**config.mk**
```make
export PLATFORM = sky130hd
export DESIGN_NAME = apb_counter_master
export DESIGN_NICKNAME = d
export VERILOG_FILES = /design/src/rtl/apb_counter_master.sv
export SDC_FILE = /design/constraint.sdc
export NUM_CORES = 1
export LEC_CHECK = 0
export ABC_CLOCK_PERIOD_IN_PS = 2400
export CORE_MARGIN = 2
export CORE_UTILIZATION = 45
export CTS_BUF_LIST = sky130_fd_sc_hd__clkbuf_8 sky130_fd_sc_hd__clkbuf_16
export CTS_CLUSTER_SIZE = 8
export DETAILED_ROUTE_END_ITERATION = 8
export PLACE_DENSITY = 0.93
export SETUP_SLACK_MARGIN = 0.05
export SKIP_LAST_GASP = 1
export SLEW_MARGIN = 20
export SYNTH_ARGS = -nofsm -noshare
export SYNTH_HDL_FRONTEND = slang
export SYNTH_SLANG_ARGS = --single-unit
```
**constraint.sdc**
```tcl
create_clock -name clk -period 2.4 [get_ports clk]
set_input_delay 0.24 -clock clk [delete_from_list [all_inputs] [get_ports clk]]
set_output_delay 0.24 -clock clk [all_outputs]
set_load 0.05 [all_outputs]
```
**src/rtl/apb_counter_master.sv**
```systemverilog
// APB requester: turns single cmd/rsp requests into APB SETUP/ACCESS transfers.
// Define APB_MASTER_TIMEOUT_EN to abort transfers whose ACCESS phase stalls for TIMEOUT_CYCLES.
module apb_counter_master #(
  parameter int ADDR_W         = 8,
  parameter int DATA_W         = 32,
  parameter int TIMEOUT_CYCLES = 16
) (
  input  logic              clk,
  input  logic              reset_n,
  input  logic              cmd_valid,
  output logic              cmd_ready,
  input  logic              cmd_write,
  input  logic [ADDR_W-1:0] cmd_addr,
  input  logic [DATA_W-1:0] cmd_wdata,
  output logic              rsp_valid,
  output logic [DATA_W-1:0] rsp_rdata,
  output logic              rsp_err,
  output logic              rsp_timeout,
  output logic              psel,
  output logic              penable,
  output logic              pwrite,
  output logic [ADDR_W-1:0] paddr,
  output logic [DATA_W-1:0] pwdata,
  input  logic [DATA_W-1:0] prdata,
  input  logic              pready,
  input  logic              pslverr
);

  if (TIMEOUT_CYCLES < 1 || TIMEOUT_CYCLES > 255) begin : g_bad_timeout
    $error("TIMEOUT_CYCLES must be within 1..255");
  end

  typedef enum logic [1:0] {IDLE, SETUP, ACCESS} state_t;

  state_t            state_reg, state_next;
  logic [ADDR_W-1:0] paddr_reg, paddr_next;
  logic              pwrite_reg, pwrite_next;
  logic [DATA_W-1:0] pwdata_reg, pwdata_next;
  logic              rsp_valid_reg, rsp_valid_next;
  logic [DATA_W-1:0] rsp_rdata_reg, rsp_rdata_next;
  logic              rsp_err_reg, rsp_err_next;

`ifdef APB_MASTER_TIMEOUT_EN
  localparam logic [7:0] TIMEOUT_LAST = 8'(TIMEOUT_CYCLES - 1);
  logic [7:0] wait_cnt_reg, wait_cnt_next;
  logic       rsp_timeout_reg, rsp_timeout_next;
`endif

  always_ff @(posedge clk or negedge reset_n) begin
    if (!reset_n) begin
      state_reg       <= IDLE;
      paddr_reg       <= '0;
      pwrite_reg      <= 1'b0;
      pwdata_reg      <= '0;
      rsp_valid_reg   <= 1'b0;
      rsp_rdata_reg   <= '0;
      rsp_err_reg     <= 1'b0;
`ifdef APB_MASTER_TIMEOUT_EN
      wait_cnt_reg    <= '0;
      rsp_timeout_reg <= 1'b0;
`endif
    end else begin
      state_reg       <= state_next;
      paddr_reg       <= paddr_next;
      pwrite_reg      <= pwrite_next;
      pwdata_reg      <= pwdata_next;
      rsp_valid_reg   <= rsp_valid_next;
      rsp_rdata_reg   <= rsp_rdata_next;
      rsp_err_reg     <= rsp_err_next;
`ifdef APB_MASTER_TIMEOUT_EN
      wait_cnt_reg    <= wait_cnt_next;
      rsp_timeout_reg <= rsp_timeout_next;
`endif
    end
  end

  always_comb begin
    state_next       = state_reg;
    paddr_next       = paddr_reg;
    pwrite_next      = pwrite_reg;
    pwdata_next      = pwdata_reg;
    rsp_valid_next   = 1'b0;
    rsp_rdata_next   = rsp_rdata_reg;
    rsp_err_next     = rsp_err_reg;
`ifdef APB_MASTER_TIMEOUT_EN
    wait_cnt_next    = '0;
    rsp_timeout_next = rsp_timeout_reg;
`endif
    case (state_reg)
      IDLE: begin
        if (cmd_valid) begin
          paddr_next  = cmd_addr;
          pwrite_next = cmd_write;
          pwdata_next = cmd_write ? cmd_wdata : '0;
          state_next  = SETUP;
        end
      end
      SETUP: state_next = ACCESS;
      ACCESS: begin
        if (pready) begin
          state_next     = IDLE;
          rsp_valid_next = 1'b1;
          rsp_rdata_next = pwrite_reg ? '0 : prdata;
          rsp_err_next   = pslverr;
`ifdef APB_MASTER_TIMEOUT_EN
          rsp_timeout_next = 1'b0;
        end else if (wait_cnt_reg == TIMEOUT_LAST) begin
          // This stalled cycle is the TIMEOUT_CYCLES-th one: abort.
          state_next       = IDLE;
          rsp_valid_next   = 1'b1;
          rsp_rdata_next   = '0;
          rsp_err_next     = 1'b1;
          rsp_timeout_next = 1'b1;
        end else begin
          wait_cnt_next = wait_cnt_reg + 8'd1;
`endif
        end
      end
      default: state_next = IDLE;
    endcase
  end

  assign cmd_ready = (state_reg == IDLE);
  assign psel      = (state_reg != IDLE);
  assign penable   = (state_reg == ACCESS);
  assign pwrite    = pwrite_reg;
  assign paddr     = paddr_reg;
  assign pwdata    = pwdata_reg;
  assign rsp_valid = rsp_valid_reg;
  assign rsp_rdata = rsp_rdata_reg;
  assign rsp_err   = rsp_err_reg;
`ifdef APB_MASTER_TIMEOUT_EN
  assign rsp_timeout = rsp_timeout_reg;
`else
  assign rsp_timeout = 1'b0;
`endif

endmodule

```
# Yosys cells after proc, flatten, opt, wreduce, memory -nomap -nowiden
# Index checks and enable logic that the tools add are counted.
# W data, S select, Z words.
dict set report op_classes {
  mux 7
  n_reduce_logical 5
  eq_ne 4
}
# op n
set ops {}
lappend ops {{$mux W32} 2}
lappend ops {{$pmux W2 S3} 1}
lappend ops {{$reduce_and A2 Y1} 3}
lappend ops {{$mux W2} 2}
lappend ops {{$eq A2 B1 Y1 const B} 1}
lappend ops {{$eq A2 B2 Y1 const B} 1}
lappend ops {{$logic_not A2 Y1} 1}
lappend ops {{$mux W1} 2}
lappend ops {{$ne A2 B1 Y1 const B} 1}
lappend ops {{$ne A2 B2 Y1 const B} 1}
lappend ops {{$reduce_bool A2 Y1} 1}
dict set report totals {
  out_inout_bits 79
  reg_bits 77
  input_bits 78
  wordCells 23
}

# Depth between registers and ports, before layout
dict set report depth {
  word_depth 3
  ltp_mapped 4
  depth_no_buf 2
}

# Worst setup path before layout
# No wires, ideal clock.
dict set report synth_timing {
  kind {reg2reg}
  startpoint {reg pwrite_reg (netlist: pwrite)}
  endpoint {reg rsp_rdata_reg[21] (netlist: rsp_rdata[21])}
  required_ps 2275
  path_buffers 1
  path_stages_with_launch 4
  setup_slack_ps 838
  setup_ps 125
  arrival_ps 1437
  period_less_slack_ps 1562
  path_cell_list {dfrtp_1 clkbuf_1 and2b_1 mux2_4}
}
dict set report synth_via {
  elab_chain_len 1
}
# item line_no
set synth_lines {}
lappend synth_lines {{start: declaration} 37} ;# logic pwrite_reg, pwrite_next;
lappend synth_lines {{start signal: assignment} 65} ;# pwrite_reg <= pwrite_next;
lappend synth_lines {{$mux W32} 103} ;# rsp_rdata_next = pwrite_reg ? '0 : prdata;
lappend synth_lines {{end signal: assignment} 68} ;# rsp_rdata_reg <= rsp_rdata_next;
lappend synth_lines {{end: declaration} 40} ;# logic [DATA_W-1:0] rsp_rdata_reg, rsp_rdata_next;
# Every way passes these cells.
# A chain may end at the register's enable or synchronous reset.

# Worst setup path in the final report
dict set report layout_timing {
  startpoint {reg state_reg[1]}
  endpoint {out cmd_ready}
}
dict set report layout_via {
  elab_chain_len 1
}
# item line_no
set layout_lines {}
lappend layout_lines {{start: declaration} 35} ;# state_t state_reg, state_next;
lappend layout_lines {{start signal: assignment} 63} ;# state_reg <= state_next;
lappend layout_lines {{$logic_not A2 Y1} 123} ;# assign cmd_ready = (state_reg == IDLE);
lappend layout_lines {{end: declaration} 11} ;# output logic cmd_ready,
# Every way passes these cells.

==> results.json <==
{
  "maxCapViolations": 0,
  "critPathCaptureType": "output port",
  "cp_num_buf_inv": 2,
  "synth_area_per_cell_um2": 12.77,
  "cts_buffers": 9,
  "cts_root_buf": "clkbuf_8",
  "initial_utilization_pct": 45.64,
  "rows": 32,
  "dieArea_um2": 8435,
  "cts_setup_buffers": 0,
  "clk_pin_slew_ns": 0.09,
  "crit_arrival_ns": 1.98,
  "hold_buffers": 0,
  "synth-seq-cells": 77,
  "drive_above_1_share_pct": 16.20,
  "slew_headroom_pct": 36.08,
  "synth.distinct_cells": 19,
  "min_period_over_period_pct": 92.34,
  "yosysTopAreaCell": "dfrtp_1",
  "hold_viol_final": 0,
  "routed_wl_mm": 8.232,
  "port_buffers": 155,
  "cts_resized": 0,
  "crit_path_start_kind": "flip-flop",
  "die_x_um": 91.84,
  "combPwrFrac_pct": 58.4,
  "cp_cell_sequence": "or2_2 > inv_1 > clkdlybuf4s50_1",
  "syn_to_final_growth_pct": 52.61,
  "tightest_slew_ns": 0.9588,
  "detailed_place_hpwl_mm": 6.051,
  "p_per_area_nw_per_um2": 1538,
  "setup_viol": 0,
  "n_antenna_cell": 0,
  "grt_start_max_net_pins": 78,
  "grt_first_pass_wirelength_mm": 13.41,
  "antenna_found_initial": 0,
  "clk_latency_ns": 0.34,
  "h-tree-depth": 3,
  "cts_tree": "built",
  "ant_nets": 0,
  "p_total_uw": 8152,
  "nets": 505,
  "synth_flop_cell": "dfrtp_1",
  "synthTopCellsByCount": "dfrtp_1, inv_1, mux2i_1",
  "outcome": "complete, no violations",
  "synth_area_leaders": "dfrtp_1, mux2_4, mux2i_1",
  "vias": 2496,
  "clockPowerShare_pct": 13.6,
  "final.setup.tns_ns": 0,
  "p_sw_share_pct": 47.16,
  "cts_buffer_depth": 2,
  "setup_ws_ns": 0.1839,
  "cpPeakStageDelay_ns": 0.80,
  "crit_type": "reg2out",
  "ios": 157,
  "p_int_uw": 4308,
  "synth.most_common_cell": "dfrtp_1",
  "coreArea_um2": 7607,
  "async_flop_share_pct": 100.0,
  "crit_required_ns": 2.16,
  "grt_pass1_vias": 2662,
  "ir_drop_v": 0.0006665,
  "netSwitchingPower_uw": 3844,
  "die_height_um": 91.84,
  "finalCriticalPeriod_ns": 2.216,
  "wl_per_cell_um": 15.42,
  "globalplace.congestion": 0.7786,
  "seq_power_share_pct": 28.0,
  "holdCritPathClass": "in2async",
  "place_ws_ns": 0.5406,
  "synth-edff-count": 0,
  "viasPerCell": 4.674,
  "synth_nets": 350,
  "fin_skew_ns": 0.01074,
  "netlist_area_um2": 3472,
  "rsz0062_at_grt": "false",
  "drc": 0,
  "grt_usage_pct": 20.29,
  "yosys_warnings": 0,
  "cts_num_sinks": 77,
  "synth.yosys.seq_area_share_pct": 55.50,
  "grt_overflow_total": 0,
  "yosysTopAreaCellShare_pct": 55.50,
  "critical_path_depth": 3,
  "clock.fmax_ghz": 0.4512,
  "drt_iter0_drc": 67,
  "firstDrtPassIters": 4,
  "cp_max_fo": 6,
  "path_delay_family": "buffers and inverters",
  "synthCells": 272,
  "power_leakage_uw": 0.002377,
  "slowest_stage": "clkdlybuf4s50_1",
  "slew_violations": 0,
  "worstRegToRegCells": 3
}
[metrics by stage]
stage	util (%)	hold slack, ns	instance area, um2	std cells
3_5_place_dp	66.60	0.4512	5066	518
6_report	69.65	0.04406	5299	534
2_1_floorplan	-	-0.05559	3472	272
5_1_grt	69.65	0.1137	5299	534
4_1_cts	69.65	0.06865	5299	534
3_3_place_gp	66.60	0.4398	5066	518
[worst reg2reg max path: cells and delay by family, from the launching register on]
family,cells,cell delay [ns]
buffers and inverters,1,0.37
flip-flops,1,0.44
multiplexers,1,0.39
AND/OR/NAND/NOR,1,0.27
[layout make-up]
| class | count | area (um2) |
|---|---|---|
| inverter | 33 | 123.9 |
| fill | 546 | 2308 |
| tap | 102 | 127.6 |
| timing repair buffer | 161 | 1604 |
| multi-input combinational | 145 | 1284 |
| sequential | 77 | 1927 |
| clock inverter | 6 | 95.09 |
| clock buffer | 10 | 137.6 |
[power groups by stage]
stage	logic [uW]	registers (uW)	clock network, uW
after floorplan	1280	4210	0
after global placement	4680	2270	0
after detailed placement	4790	2300	0
after CTS	4800	2290	1130
after global routing	4960	2360	1190
final	4760	2280	1110
[layer usage]
metal / global-route usage [%] / share of wire (%) / wire, um / up-vias
met5: 0 / 0 / 0 / -
met4: 6.343 / 0.72 / 59 / 0
met3: 5.423 / 6.6 / 540 / 8
met2: 35.36 / 51 / 4191 / 99
met1: 24.58 / 42 / 3439 / 1225
li1: - / - / - / 1164
[cell usage in the layout, fill, tap and decap left out]
cell type,n
mux2_4,29
inv_1,33
and2b_1,3
dfrtp_1,77
buf_4,7
nand2_1,32
mux2i_1,33
nand2b_1,1
clkinv_4,3
nor3b_2,1
and2b_2,1
and3b_2,1
mux2_2,13
buf_12,1
or2_2,1
clkbuf_8,10
nor2b_1,29
clkdlybuf4s50_1,153
inv_6,1
conb_1,1
bufinv_16,2
[logic make-up (layout without fill, tap and decap cells)]
group	after synthesis	after routing	synth area share (%)
multiplexers	75	75	26.27
other	1	1	0.1080
AND/OR/NAND/NOR	69	69	10.41
buffers and inverters	50	210	7.712
flip-flops	77	77	55.50
[worst paths after layout]
check | from | to | slack (ns)
worst min register to register | paddr[7] | paddr[7] | 0.51
worst max register to register | state_reg[0] | rsp_err | 0.83
worst min-delay path | reset_n | rsp_valid | 0.04
worst max-delay path | state_reg[1] | cmd_ready | 0.18
max in group asynchronous | reset_n | pwdata[5] | 1.73
min in group clk | cmd_wdata[2] | pwdata[2] | 0.45
No activity file was read; power rests on OpenSTA's default activity.
